[src/rtl/truth_table_sweeper.sv]
// Truth-table sweeper: drives every input vector 0 .. 2**N_IN-1 onto a
// combinational DUT, waits SETTLE cycles per vector, samples dut_y, and
// compares the captured table against a latched expected table.
//
// Optional feature: define STOP_ON_FAIL_EN to end the sweep at the first
// mismatching vector instead of covering the full table.
module truth_table_sweeper #(
  parameter int N_IN   = 4,  // 3 or 4 inputs swept
  parameter int SETTLE = 1   // 1..15 settle cycles per vector
) (
  input  logic        clk,
  input  logic        reset,
  input  logic        start,
  input  logic [15:0] expected,
  output logic [3:0]  dut_in,
  input  logic        dut_y,
  output logic        busy,
  output logic        done,
  output logic        pass,
  output logic [15:0] result,
  output logic [3:0]  fail_idx
);

  localparam logic [1:0] S_IDLE   = 2'd0;
  localparam logic [1:0] S_SETTLE = 2'd1;
  localparam logic [1:0] S_SAMPLE = 2'd2;
  localparam logic [1:0] S_DONE   = 2'd3;

  localparam logic [3:0] LAST_IDX = 4'((1 << N_IN) - 1);
  localparam logic [3:0] CNT_LOAD = 4'(SETTLE - 1);

  logic [1:0]  state_q, state_d;
  logic [3:0]  idx_q, idx_d;
  logic [3:0]  cnt_q, cnt_d;
  logic [15:0] exp_q, exp_d;
  logic [15:0] result_q, result_d;
  logic        pass_q, pass_d;
  logic [3:0]  fail_idx_q, fail_idx_d;
  logic        failed_q, failed_d;
  logic        mismatch;
  logic        stop;

  // Current sample disagrees with the latched expected bit.
  assign mismatch = (dut_y != exp_q[idx_q]);

`ifdef STOP_ON_FAIL_EN
  assign stop = mismatch;
`else
  assign stop = 1'b0;
`endif

  // Next-state and datapath update for the sweep sequence.
  always_comb begin
    state_d    = state_q;
    idx_d      = idx_q;
    cnt_d      = cnt_q;
    exp_d      = exp_q;
    result_d   = result_q;
    pass_d     = pass_q;
    fail_idx_d = fail_idx_q;
    failed_d   = failed_q;
    case (state_q)
      S_IDLE: begin
        if (start) begin
          exp_d      = expected;
          result_d   = '0;
          pass_d     = 1'b0;
          fail_idx_d = '0;
          failed_d   = 1'b0;
          idx_d      = '0;
          cnt_d      = CNT_LOAD;
          state_d    = S_SETTLE;
        end
      end
      S_SETTLE: begin
        if (cnt_q == 4'd0) begin
          state_d = S_SAMPLE;
        end else begin
          cnt_d = cnt_q - 4'd1;
        end
      end
      S_SAMPLE: begin
        result_d[idx_q] = dut_y;
        // Only the lowest mismatching index is kept.
        if (mismatch && !failed_q) begin
          failed_d   = 1'b1;
          fail_idx_d = idx_q;
        end
        if ((idx_q == LAST_IDX) || stop) begin
          pass_d  = !(failed_q || mismatch);
          state_d = S_DONE;
        end else begin
          idx_d   = idx_q + 4'd1;
          cnt_d   = CNT_LOAD;
          state_d = S_SETTLE;
        end
      end
      default: begin
        state_d = S_IDLE;
      end
    endcase
  end

  // State registers with synchronous reset that overrides everything.
  always_ff @(posedge clk) begin
    if (reset) begin
      state_q    <= S_IDLE;
      idx_q      <= '0;
      cnt_q      <= '0;
      exp_q      <= '0;
      result_q   <= '0;
      pass_q     <= 1'b0;
      fail_idx_q <= '0;
      failed_q   <= 1'b0;
    end else begin
      state_q    <= state_d;
      idx_q      <= idx_d;
      cnt_q      <= cnt_d;
      exp_q      <= exp_d;
      result_q   <= result_d;
      pass_q     <= pass_d;
      fail_idx_q <= fail_idx_d;
      failed_q   <= failed_d;
    end
  end

  // The vector index register doubles as the registered DUT stimulus.
  assign dut_in   = idx_q;
  assign busy     = (state_q == S_SETTLE) || (state_q == S_SAMPLE);
  assign done     = (state_q == S_DONE);
  assign pass     = pass_q;
  assign result   = result_q;
  assign fail_idx = fail_idx_q;

endmodule

[config.mk]
export PLATFORM = sky130hd
export DESIGN_NAME = truth_table_sweeper
export DESIGN_NICKNAME = d
export VERILOG_FILES = /design/src/rtl/truth_table_sweeper.sv
export SDC_FILE = /design/constraint.sdc
export NUM_CORES = 1
export LEC_CHECK = 0
export CAP_MARGIN = 10
export CORE_ASPECT_RATIO = 0.75
export CORE_UTILIZATION = 35
export DETAILED_ROUTE_END_ITERATION = 16
export GPL_TIMING_DRIVEN = 0
export PLACE_DENSITY = 0.65
export SLEW_MARGIN = 20
export SYNTH_ARGS = -nofsm -noshare
export SYNTH_HDL_FRONTEND = slang
export SYNTH_SLANG_ARGS = --single-unit
[constraint.sdc]
create_clock -name clk -period 4.15 [get_ports clk]
set_input_delay 0.6225 -clock clk [delete_from_list [all_inputs] [get_ports clk]]
set_output_delay 0.6225 -clock clk [all_outputs]
set_load 0.05 [all_outputs]
Word-level counts from Yosys, hierarchy flattened
Cells that the tools add are included.
{"block": "totals", "output_inout_bits": 27, "latch_bits": 0, "mem_count": 0, "register_bits": 48, "mem_bits_rw": 0, "mem_bits_ro": 0, "elab_cells": 64}
{"block": "op_classes", "add_sub_neg": 2, "n_div": 0, "bitwise_logic": 0, "multipliers": 0, "eq_ne": 11, "order_cmp": 2, "n_mux": 24, "n_reduce_logical": 17, "n_shift": 0}
{"op": "one-hot mux 16 bit (2 select lines)", "n": 1}
{"op": "two-way mux 4 bit", "n": 5}
{"op": "bitwise mux 16 bit", "n": 1}
{"op": "two-way mux 16 bit", "n": 1}
{"op": "one-hot mux 4 bit (2 select lines)", "n": 2}
{"op": "!= test 2 bit, second input constant", "n": 6}
{"op": "one-hot mux 4 bit (3 select lines)", "n": 1}
{"op": "AND reduction 3 bit", "n": 3}
{"op": "two-way mux 2 bit", "n": 3}
{"op": "one-hot mux 2 bit (3 select lines)", "n": 1}
{"op": "AND reduction 2 bit", "n": 3}
{"op": "< comparator 4 x 5 -> 1 bit, second input constant", "n": 1}
{"op": "two-way mux 1 bit", "n": 5}
{"op": "adder 4 x 1 -> 4 bit, second input constant", "n": 1}
{"op": "binary-select mux 1 bit (select 4 bit)", "n": 1}
{"op": "demux 1 bit (select 4 bit)", "n": 1}
{"op": "equality test 2 bit, second input constant", "n": 2}
{"op": "equality test 4 bit, second input constant", "n": 1}
{"op": "greater-or-equal comparator 4 x 1 -> 1 bit, second input constant", "n": 1}
{"op": "zero test 4 bit", "n": 1}
{"op": "one-hot mux 1 bit (2 select lines)", "n": 2}
{"op": "AND reduction 4 bit", "n": 1}
{"op": "subtractor 4 x 1 -> 4 bit, second input constant", "n": 1}
{"op": "nonzero test 3 bit", "n": 1}
{"op": "7 further kinds", "n": 10}

Longest topological paths before layout
{"block": "depth", "word_depth": 7, "mapped_depth": 8}

Least setup slack after synthesis
Ideal clock, no wire load.
{"block": "synth_path", "kind": "reg2reg", "startpoint": "reg idx_q[0], in the netlist dut_in[0]", "endpoint": "reg cnt_q[3]", "synth_period_minus_slack_ns": 2.190, "required_time_ns": 4.079, "arrival_time_ns": 2.119, "setup_ns": 0.071, "stages_incl_launch_ff": 8, "slack_ns": 1.960, "cell_sequence": "dfxtp_1 > ha_1 > clkbuf_1 > and4_2 > nor4_4 > nand2_1 > or3_1 > a21oi_1"}
{"block": "synth_between", "elab_chain_len": 3}
{"item": "from (decl)", "line": "33", "source": "logic [3:0] idx_q, idx_d;"}
{"item": "from (signal assigned)", "line": "117", "source": "idx_q <= idx_d;"}
{"item": "equality test 4 bit", "line": "89", "source": "if ((idx_q == LAST_IDX) || stop) begin"}
{"item": "!= test 2 bit (no source line)"}
{"item": "AND reduction 4 bit (no source line)"}
{"item": "to (signal assigned)", "line": "118", "source": "cnt_q <= cnt_d;"}
{"item": "to (decl)", "line": "34", "source": "logic [3:0] cnt_q, cnt_d;"}
No other way between the ends.
A chain may end at the register's enable or synchronous reset.

Worst setup path in the final report
{"block": "layout_path", "startpoint": "reg state_q[0]", "endpoint": "out busy"}
{"block": "layout_between", "elab_chain_len": 2, "word_cells_on_any_way": 3}
{"item": "from (decl)", "line": "32", "source": "logic [1:0] state_q, state_d;"}
{"item": "from (signal assigned)", "line": "116", "source": "state_q <= state_d;"}
{"item": "equality test 2 x 1 -> 1 bit or equality test 2 bit (tied branches)", "line": "129", "source": "assign busy = (state_q == S_SETTLE) || (state_q == S_SAMPLE);"}
{"item": "logical OR 1 bit *", "line": "129"}
{"item": "to (decl)", "line": "17", "source": "output logic busy,"}
Every way passes the cells marked *; elsewhere a longest branch is shown, timed or not.

==> results <==
- The total clock buffers created by CTS is 5.
- Summed over all cells, the static leakage comes to 0.00109 µW.
- The largest clock skew in the final design is 0.0119 ns.
- The final weighted congestion of routability-driven global placement is 0.811.
- For this run, the post-layout net count is roughly 370.
- The number of endpoints with negative hold slack in the final report is 0.
- The count of cells in the finished layout, fillers not included, comes to 425.
- The antenna diode count is 0.
- 47 I/O pins were placed.
- The post-synthesis sequential element count is 48.
- The cell count of the worst reg-to-reg path is 7.
- The power consumption is 1500 µW.
- Setup violations remaining at the end of the flow were counted as 0.
- The worst register-to-register path begins at dut_in[0]$_SDFFE_PP0P_.
- The layout filler cell count is between 600 and 700.
- Hold repair after CTS inserted 0 buffers.
- The routed length per placed instance is 14.0 µm.
- For this run the aggregate overflow at the end of global routing stands at 0.
- The analysis attributes to net switching a power of roughly 550 µW.
- The shortest period the worst path allows is ~2.6 ns.
- Of the total power, the clock network draws 0.249.
- The number of rows created at floorplan is 25.
- The count of nets left with antenna violations once routing finished came out at 0.
- The cell-internal power is 947 µW.
- STA puts the critical path data required time at approximately 3.5 ns.
- The worst setup path is captured at a primary output.
- The share of total power dissipated in combinational logic is 0.377.
- The detailed router finished its first iteration with 161 violations.
- STA classifies the critical path startpoint as a flip-flop.
- In the final timing run, aggregate negative setup slack is 0 ns.
- In the final layout, flip-flops and latches occupy 961 µm².
- The insertion delay to the later sink of the worst-skew pair is about 0.31 ns.
- The aggregate global-route resource usage is 0.177.
- The final reports fail on design-rule violations.
- Counting every net in the synthesized netlist gives 322.
- In this run the deepest clock path goes through 2 buffers.
- For this run, the top clock speed supported by timing is slightly below 400 MHz.
- The post-route clock period utilization is 0.621.
- The max-slew headroom at the worst pin is 0.485.
- The number of global-route vias before repair is 2094.
- The total wire length after detailed routing is slightly below 6000 µm.
- The worst flop-to-flop path endpoint is cnt_q[3]$_SDFFE_PP0P_.
- For hold timing, the worst endpoint is exp_q[12]$_SDFFE_PP0P_.
- The number of antenna violations at the first check in global routing is 0.
- The highest fanout seen on the critical path is 5.
- The max-capacitance violation count is 0.
- Setup repair after global routing left no endpoint under its margin.
- In this run the vertical extent of the chip is 74.1 µm.
- The power per cell area is 483 nW/µm².
- The post-synthesis cell type count is 38.
- The class of the worst hold path is flip-flop to flip-flop.
- The max-slew violation count came to 0.
- The root buffer cell chosen for the clock tree is sky130_fd_sc_hd__clkbuf_8.
- Leaving out fill and tap cells, the most frequent cell in the layout is sky130_fd_sc_hd__nand2_1.
- The die covers 7270 µm².
- The critical hold path startpoint is exp_q[12]$_SDFFE_PP0P_.
- Once layout is complete, the utilization of the core stands at 0.477.
- The Yosys warning count is 0.
- The CTS sink count is 48.
- The largest net degree at the start of global routing is 15.
- After synthesis the cells add up to 2420 µm².
- For the worst setup path, the data arrival time is about 2 ns.
- Clock-pin slew was measured on the worst setup and hold paths at about 0.090 ns.
- The multi-input combinational cells in the finished layout cover a total of 1360 µm².
- The switching fraction of total power is 0.369.
- The number of remaining DRC errors is 3.
- The total core area is 6510 µm².
- The first TritonRoute pass finished after 11 iterations.
- The via count is 2135.
- The initial utilization of the core area, before any placement, comes to 0.373.
- Measured along the x axis, the die boundary spans approximately 100 µm.
- The mean number of vias per cell is 5.02.
- The cell type of the slowest stage on the worst timing path is sky130_fd_sc_hd__clkdlybuf4s50_1.
- The count of buffers added on input and output ports is 45.
- The number of cells traversed by the worst hold path is 2.
- The cell area reported after detailed placement is around 3000 µm².
- The run finished, with violations left.
- TritonCTS built the clock tree.
- The worst-case register-to-register setup slack is about 1.9 ns.
- In the final layout, the share of cells above drive strength 1 is 0.0552.
- The count of cells resized by post-cts repair is 0.
- The post-synthesis area per instance is 8.33 µm².
- The instance count of the mapped netlist is 291.
- The area growth from synthesis to layout is 28.0%.
- The global-route wire length before repair is 9960 µm.
- The finished cells cover 3100 µm².
- Leaving out fill and tap cells, the most frequent cells in the layout are 66 x sky130_fd_sc_hd__nand2_1, 48 x sky130_fd_sc_hd__dfxtp_1, 45 x sky130_fd_sc_hd__clkdlybuf4s50_1.
- Summed over all nets, the half-perimeter wirelength after detailed placement is 4440 µm.
- The worst-case vdd ir drop is 0.000185 V.
- The signal on the critical path passes through inv_1, ha_1, clkdlybuf4s50_1.
- On the worst path, the slowest cell contributes a delay of 0.80 ns.
- The H-tree generated during clock tree synthesis spans 2 levels.
- The share of total power dissipated in sequential elements is 0.374.
- The cell count after placement is 417.
- For this run, the register share of the synthesized area comes to 0.396.
- The category of the most critical setup path is flip-flop to primary output.
- For the pin with the worst max-slew slack, the measured transition is around 0.75 ns.
- The buffer count from post-CTS setup fixing is 0.
critical path, delay by kind of cell (launching register included):
kind / cells / cell delay, ns
buf+inv: 2 / 0.92
flops: 1 / 0.42
fa+ha+maj: 1 / 0.31
area by class of cell:
class                   count  area share
multi-input cells         221       0.437
flip-flops and latches     48       0.310
repair buffers             45       0.145
well taps                  81      0.0327
clock buffers               7      0.0310
plain buffers              15      0.0258
clock inverters             1     0.00968
inverters                   7     0.00847
cell usage after synthesis:
library cell | count | area (µm²)
sky130_fd_sc_hd__nand2_1 | 66 | 248
sky130_fd_sc_hd__dfxtp_1 | 48 | 961
sky130_fd_sc_hd__a21oi_1 | 32 | 160
sky130_fd_sc_hd__nor2_1 | 23 | 86.3
sky130_fd_sc_hd__mux2i_1 | 15 | 150
sky130_fd_sc_hd__o21ai_0 | 14 | 70.1
sky130_fd_sc_hd__clkbuf_1 | 13 | 48.8
sky130_fd_sc_hd__a21boi_0 | 11 | 82.6
sky130_fd_sc_hd__ha_1 | 11 | 138
sky130_fd_sc_hd__inv_1 | 7 | 26.3
sky130_fd_sc_hd__nor2b_1 | 6 | 37.5
sky130_fd_sc_hd__nand2b_1 | 4 | 25.0
sky130_fd_sc_hd__nand3_1 | 4 | 20.0
sky130_fd_sc_hd__a32oi_1 | 3 | 26.3
sky130_fd_sc_hd__nand3b_1 | 3 | 22.5
sky130_fd_sc_hd__a21o_1 | 2 | 15.0
sky130_fd_sc_hd__a22oi_1 | 2 | 15.0
sky130_fd_sc_hd__and2_1 | 2 | 12.5
sky130_fd_sc_hd__mux2_2 | 2 | 22.5
sky130_fd_sc_hd__mux4_2 | 2 | 45.0
sky130_fd_sc_hd__nand4_1 | 2 | 12.5
sky130_fd_sc_hd__or3_1 | 2 | 12.5
sky130_fd_sc_hd__xor2_1 | 2 | 17.5
sky130_fd_sc_hd__a211oi_1 | 1 | 7.51
sky130_fd_sc_hd__a41oi_1 | 1 | 8.76
sky130_fd_sc_hd__and2_2 | 1 | 7.51
sky130_fd_sc_hd__and2b_1 | 1 | 7.51
sky130_fd_sc_hd__and4_2 | 1 | 10.0
sky130_fd_sc_hd__buf_12 | 1 | 20.0
sky130_fd_sc_hd__buf_6 | 1 | 11.3
sky130_fd_sc_hd__mux2i_4 | 1 | 22.5
sky130_fd_sc_hd__nand3_4 | 1 | 17.5
sky130_fd_sc_hd__nand4b_1 | 1 | 8.76
sky130_fd_sc_hd__nor3_1 | 1 | 5.00
sky130_fd_sc_hd__nor4_4 | 1 | 21.3
sky130_fd_sc_hd__nor4bb_1 | 1 | 10.0
sky130_fd_sc_hd__o21ai_1 | 1 | 5.00
sky130_fd_sc_hd__or2b_1 | 1 | 7.51
how the worst max path moves through the flow:
| stage | startpoint | to | slack [ns] | depth (start not counted) |
|---|---|---|---|---|
| 2_1_floorplan | dut_in[0]$_SDFFE_PP0P_ | cnt_q[3]$_SDFFE_PP0P_ | 1.96 | 7 |
| 3_3_place_gp | start | result[5]$_SDFFE_PP0P_ | 1.68 | 5 |
| 3_5_place_dp | start | result[0]$_SDFFE_PP0P_ | 1.65 | 5 |
| 4_1_cts | state_q[0]$_SDFFE_PP0P_ | busy | 1.56 | 3 |
| 5_1_grt | state_q[1]$_SDFFE_PP0P_ | busy | 1.49 | 3 |
| 6_report | state_q[0]$_SDFFE_PP0P_ | busy | 1.57 | 3 |
metrics by stage:
step           setup WS (ns)  hold slack, ns
2_1_floorplan           1.96           0.436
3_3_place_gp            1.68           0.445
3_5_place_dp            1.65           0.449
4_1_cts                 1.56           0.461
5_1_grt                 1.49           0.489
6_report                1.57           0.462
per-layer routing:
metal  track usage  routed length [µm]  up-vias
met5             0                   0        -
met4        0.0657                  51        0
met3        0.0385                 341        5
met2         0.261                2530       54
met1         0.254                3050      981
li1              -                   -     1095
registers in the layout (all words and copies together), names as in the netlist:
| register | count |
|---|---|
| result | 16 |
| cnt_q | 4 |
| failed_q | 1 |
| dut_in | 4 |
| exp_q | 16 |
| state_q | 2 |
| pass | 1 |
| fail_idx | 4 |
logic make-up after synthesis:
group	Yosys count	synth area share
buffers and inverters	22	0.0439
AO/OA/AOI/OAI	67	0.161
flip-flops	48	0.396
multiplexers	20	0.0991
AND/OR/NAND/NOR	121	0.236
adder cells (fa/ha/maj)	11	0.0568
XOR/XNOR	2	0.00723
power by group through the flow:
stage	combinational, µW	sequential (µW)	clock (µW)
after global routing	634	570	396
after detailed placement	566	571	0
final	566	561	373
after global placement	554	568	0
after CTS	569	560	382
after floorplan	422	565	0
Note: power is estimated with default switching activity, not from simulation.
